`src/rtl/load_store_unit.sv`:
```
// load_store_unit: RV32 load/store stage over a word-only data ram (optional LSU_MISALIGN_CHECK_EN)
module load_store_unit #(
    parameter int          WORDS     = 1024,
    parameter logic [31:0] BASE_ADDR = 32'h0
) (
    input  logic        clk,
    input  logic        rst,
    input  logic        req_valid,
    output logic        req_ready,
    input  logic        req_we,
    input  logic [2:0]  req_funct3,
    input  logic [31:0] req_addr,
    input  logic [31:0] req_wdata,
    output logic        resp_valid,
    output logic [31:0] resp_rdata,
    output logic        resp_err,
    output logic        ram_re,
    input  logic [31:0] ram_rd,
    output logic        ram_we,
    output logic [31:0] ram_wd,
    output logic [29:0] ram_addr
);
    localparam logic [2:0] S_IDLE   = 3'd0;
    localparam logic [2:0] S_LOAD   = 3'd1;
    localparam logic [2:0] S_RMW_RD = 3'd2;
    localparam logic [2:0] S_WRITE  = 3'd3;
    localparam logic [2:0] S_RESP   = 3'd4;

    logic [2:0]  state_q, state_d;
    logic [2:0]  funct3_q, funct3_d;
    logic [1:0]  lane_q, lane_d;
    logic [31:0] wd_q, wd_d;
    logic [31:0] rdata_q, rdata_d;
    logic        err_q, err_d;
    logic [29:0] addr_q, addr_d;

    logic [31:0] off;
    logic        f3_ok, range_err, misalign, req_err, is_half, is_word;
    logic [1:0]  lane_in;
    logic [4:0]  sh;
    logic [31:0] sh_rd, ld_data, mask, merged;

    assign off       = req_addr - BASE_ADDR;
    assign is_half   = req_funct3[1:0] == 2'b01;
    assign is_word   = req_funct3[1:0] == 2'b10;
    assign f3_ok     = req_we ? (req_funct3 inside {3'b000, 3'b001, 3'b010})
                              : (req_funct3 inside {3'b000, 3'b001, 3'b010, 3'b100, 3'b101});
    assign range_err = (req_addr < BASE_ADDR) || ({2'b00, off[31:2]} >= 32'(WORDS));
`ifdef LSU_MISALIGN_CHECK_EN
    assign misalign  = (is_half & off[0]) | (is_word & (|off[1:0]));
    assign lane_in   = off[1:0];
`else
    // Without the check, sub-word offsets are truncated so the access is naturally aligned.
    assign misalign  = 1'b0;
    assign lane_in   = is_word ? 2'b00 : is_half ? {off[1], 1'b0} : off[1:0];
`endif
    assign req_err   = !f3_ok | range_err | misalign;

    assign sh      = {lane_q, 3'b000};
    assign sh_rd   = ram_rd >> sh;
    assign ld_data = funct3_q[1] ? ram_rd
                   : funct3_q[0] ? {{16{!funct3_q[2] & sh_rd[15]}}, sh_rd[15:0]}
                   : {{24{!funct3_q[2] & sh_rd[7]}}, sh_rd[7:0]};
    // wd_q holds the raw store data until the RMW read replaces it with the merged word.
    assign mask    = funct3_q[0] ? 32'h0000_FFFF : 32'h0000_00FF;
    assign merged  = (ram_rd & ~(mask << sh)) | ((wd_q & mask) << sh);

    assign req_ready  = !rst && state_q == S_IDLE;
    assign resp_valid = !rst && state_q == S_RESP;
    assign resp_rdata = rdata_q;
    assign resp_err   = err_q;
    assign ram_re     = !rst && (state_q == S_LOAD || state_q == S_RMW_RD);
    assign ram_we     = !rst && state_q == S_WRITE;
    assign ram_wd     = wd_q;
    assign ram_addr   = addr_q;

    // Next-state logic: latch the request on accept and sequence the ram accesses.
    always_comb begin
        state_d  = state_q;
        funct3_d = funct3_q;
        lane_d   = lane_q;
        wd_d     = wd_q;
        rdata_d  = rdata_q;
        err_d    = err_q;
        addr_d   = addr_q;
        case (state_q)
            S_IDLE: if (req_valid) begin
                funct3_d = req_funct3;
                lane_d   = lane_in;
                wd_d     = req_wdata;
                rdata_d  = 32'h0;
                err_d    = req_err;
                addr_d   = off[31:2];
                state_d  = req_err ? S_RESP : !req_we ? S_LOAD : is_word ? S_WRITE : S_RMW_RD;
            end
            S_LOAD: begin
                rdata_d = ld_data;
                state_d = S_RESP;
            end
            S_RMW_RD: begin
                wd_d    = merged;
                state_d = S_WRITE;
            end
            S_WRITE: state_d = S_RESP;
            default: state_d = S_IDLE;
        endcase
    end

    // State registers with synchronous reset back to an idle, quiet interface.
    always_ff @(posedge clk) begin
        if (rst) begin
            state_q  <= S_IDLE;
            funct3_q <= 3'b000;
            lane_q   <= 2'b00;
            wd_q     <= 32'h0;
            rdata_q  <= 32'h0;
            err_q    <= 1'b0;
            addr_q   <= 30'h0;
        end else begin
            state_q  <= state_d;
            funct3_q <= funct3_d;
            lane_q   <= lane_d;
            wd_q     <= wd_d;
            rdata_q  <= rdata_d;
            err_q    <= err_d;
            addr_q   <= addr_d;
        end
    end
endmodule
```
`config.mk`:
```
export PLATFORM = sky130hd
export DESIGN_NAME = load_store_unit
export DESIGN_NICKNAME = d
export VERILOG_FILES = /design/src/rtl/load_store_unit.sv
export SDC_FILE = /design/constraint.sdc
export NUM_CORES = 1
export LEC_CHECK = 0
export CORE_UTILIZATION = 38
export CTS_BUF_LIST = sky130_fd_sc_hd__clkbuf_4 sky130_fd_sc_hd__clkbuf_8 sky130_fd_sc_hd__clkbuf_16
export DETAILED_ROUTE_END_ITERATION = 10
export GPL_TIMING_DRIVEN = 1
export PLACE_DENSITY = 0.82
export RECOVER_POWER = 25
export SYNTH_ARGS = -nofsm -noshare
export SYNTH_HDL_FRONTEND = slang
export SYNTH_SLANG_ARGS = --single-unit
```
`constraint.sdc`:
```
create_clock -name clk -period 1.75 [get_ports clk]
set_input_delay 0.2625 -clock clk [delete_from_list [all_inputs] [get_ports clk]]
set_output_delay 0.2625 -clock clk [all_outputs]
set_load 0.05 [all_outputs]
```
==> flow_summary.json <==
{
  "outcome": "complete, but fails checks",
  "failed_checks": "negative setup slack",
  "antenna_left": 0,
  "drive_gt1_share_pct": 18.6,
  "min_path_type": "register to register",
  "final_cells": 927,
  "ir_drop_mv": 0.561,
  "drc_errors": 0,
  "met1_length_um": 7180,
  "hold_viol": 0,
  "multiInputGateArea_um2": 2550,
  "top_layer": "met4",
  "cts-root-buf": "clkbuf_16",
  "final_net_count": 878,
  "timing.final.crit_share_pct": 106,
  "grt_max_degree": 46,
  "worstSkewPairLatency_ps": 350,
  "syn_avg_cell_area_um2": 8.37,
  "p_leak_nw": 2.94,
  "core_um2": 12000,
  "max-cap-violations": 0,
  "path_class": "register to output port",
  "critPathArrivalTime_ps": 1590,
  "die_area_um2": 12800,
  "clock-sinks": 103,
  "setup_viol": 33,
  "cp-start-kind": "register",
  "clock.fmax_ghz": 0.540,
  "rows": 40,
  "cp_max_fo": 4,
  "grt-ovfl-total": 0,
  "vias_per_cell": 5.68,
  "finalSetupTns_ps": -612,
  "power_mw": 5.88,
  "wl_per_cell_um": 19.3,
  "critPathCaptureType": "output port",
  "cp.required_ps": 1490,
  "fin_skew_ps": 6.99,
  "start_util_pct": 39.0,
  "synth_edf_count": 0,
  "place_hpwl_um": 13600,
  "h-tree-depth": 3,
  "dr.pass1.iters": 6,
  "grt_pass1_vias": 5227,
  "synth_fp_nets": 663,
  "synth_seq_cells": 103,
  "cts_tree": "built",
  "synthFlopType": "dfxtp_1",
  "drv_slew": 0,
  "placed_area_um2": 6990,
  "nFillCells": 1047,
  "regArea_um2": 2070,
  "numCtsBuffers": 9,
  "postLayoutCellArea_um2": 7370,
  "rsz0062_at_grt": "yes",
  "r2r_cells": 5,
  "slew_headroom_pct": 57.5,
  "ys_warn_count": 0,
  "hold_slack_ps": 452,
  "grt_usage_pct": 28.3,
  "route.met2.wl_um": 8520,
  "vias": 5269,
  "cts.clk_slew.worst_paths_ps": 70,
  "drt-total-wl_um": 17900,
  "drt-initial-drc-count": 603,
  "worstMarginPinSlew_ps": 640,
  "clockBufferDepth": 2,
  "min_path_cells": 2,
  "power_density_nw_per_um2": 798,
  "num_io_pins": 202,
  "synthArstFlopShare_pct": 0,
  "area_delta_synth_final_pct": 57.1,
  "chipHeight_um": 113,
  "place.gp.congestion": 0.922,
  "dp.cells": 904,
  "port_buffers": 201,
  "layout_setup_ws_ps": -103,
  "die_x_um": 113,
  "ys_types": 46,
  "min_period_ps": 1850,
  "syn-cell-area_um2": 4690,
  "antenna_cells": 0,
  "routed-wl-met3_um": 1620,
  "seq_area_frac_synth_pct": 44.0,
  "syn_inst": 560,
  "antenna_found_initial": 1,
  "grt_pass1_wl_um": 27900
}
-- cell type report --
| cell class | instances | share of cell area (%) |
|---|---|---|
| Tap cell | 147 | 2.50 |
| Clock buffer | 9 | 3.06 |
| Multi-Input combinational cell | 406 | 34.6 |
| Timing Repair Buffer | 253 | 30.5 |
| Sequential cell | 103 | 28.1 |
| Clock inverter | 7 | 1.10 |
| Inverter | 2 | 0.102 |
-- registers in the layout, indices dropped and copies added, names as in the netlist --
register and flops:
ram_addr 30, ram_wd 32, lane_q 2, state_q 3
resp_err 1, funct3_q 3, resp_rdata 32
-- timing repair --
action | CTS | global route
hold buffers | 0 | 0
setup buffers | 5 | 2
pin swaps | 4 | 15
endpoints found under the setup margin | 72 | 94
gates resized for setup | 46 | 20
-- cells in the mapped netlist (2+ instances only) --
cell,n,area (um^2)
nor2_1,24,90.1
o211ai_1,8,60.1
nor3_1,8,40.0
a31o_2,2,17.5
inv_1,2,7.51
nand2_1,112,420
or3b_2,2,17.5
nor4_1,6,37.5
nand3b_1,2,15.0
a222oi_1,8,80.1
mux2i_1,18,180
clkbuf_1,30,113
a21oi_1,70,350
a221oi_1,14,123
dfxtp_1,103,2060
buf_6,2,22.5
nand2b_1,9,56.3
or3b_1,2,17.5
nand4_1,2,12.5
a211oi_1,3,22.5
o21a_1,10,75.1
buf_2,13,65.1
nand3_1,2,10.0
nor4b_4,2,47.6
o21ai_0,23,115
a311oi_1,2,17.5
a221o_1,18,180
nor2b_1,5,31.3
and2_1,8,50.1
a31oi_1,7,43.8
buf_1,4,15.0
a22oi_1,16,120
o22ai_1,10,62.6
-- cells by family after synthesis --
kind of cell           count (synthesis)  share of synthesized area (%)
flip-flops                           103                           44.0
buffers and inverters                 51                           4.75
AO/OA/AOI/OAI                        195                           27.8
AND/OR/NAND/NOR                      192                           19.4
multiplexers                          19                           4.08
-- layer usage --
layer / global-route usage, % / vias up
met5: 0 / -
met4: 12.5 / 0
met3: 7.39 / 36
met2: 47.8 / 278
met1: 33.8 / 2467
li1: - / 2488
-- worst paths after layout --
path	from	end	slack [ps]
worst max-delay path	state_q[0]	ram_re	-100
worst min-delay path	ram_addr[4]	ram_addr[4]	450
worst max register to register	state_q[2]	ram_wd[12]	-70
worst min register to register	ram_addr[4]	ram_addr[4]	450
-- layout by cell type (no fill, tap or decap), drive strengths merged, types with 9 or more instances in the layout --
cell           Yosys  layout
o21ai             24      24
clkdlybuf4s50      0     101
nor2              24      24
o22ai             10      10
a221oi            14      14
o21a              10      10
a22oi             16      16
clkbuf            30      40
a221o             18      18
nand2b             9       9
buf               19      94
a21oi             70      70
dfxtp            103     103
nand2            113     113
dlygate4sd2        0      27
mux2i             18      18
-- critical path, stage by stage (launching register included) --
cell and delay [ps]:
dfxtp_4 360, buf_6 110, or3b_4 420, a21oi_4 190, buf_12 150
-- per-stage QoR --
step | util, % | setup WS (ps)
finish | 61.3 | -103
global route | 61.3 | -143
CTS | 61.5 | -99.6
detailed placement | 58.2 | -364
global placement | 58.2 | -325
floorplan | - | -91.7
-- power breakdown --
group          internal, mW  total, mW  switching [mW]  leakage, nW
logic                 0.518       1.28           0.760         1.94
clock network          1.13       2.08           0.947        0.152
registers              2.44       2.53          0.0902        0.844
total                  4.08       5.88            1.80         2.94
(Power assumes the default switching activity.)
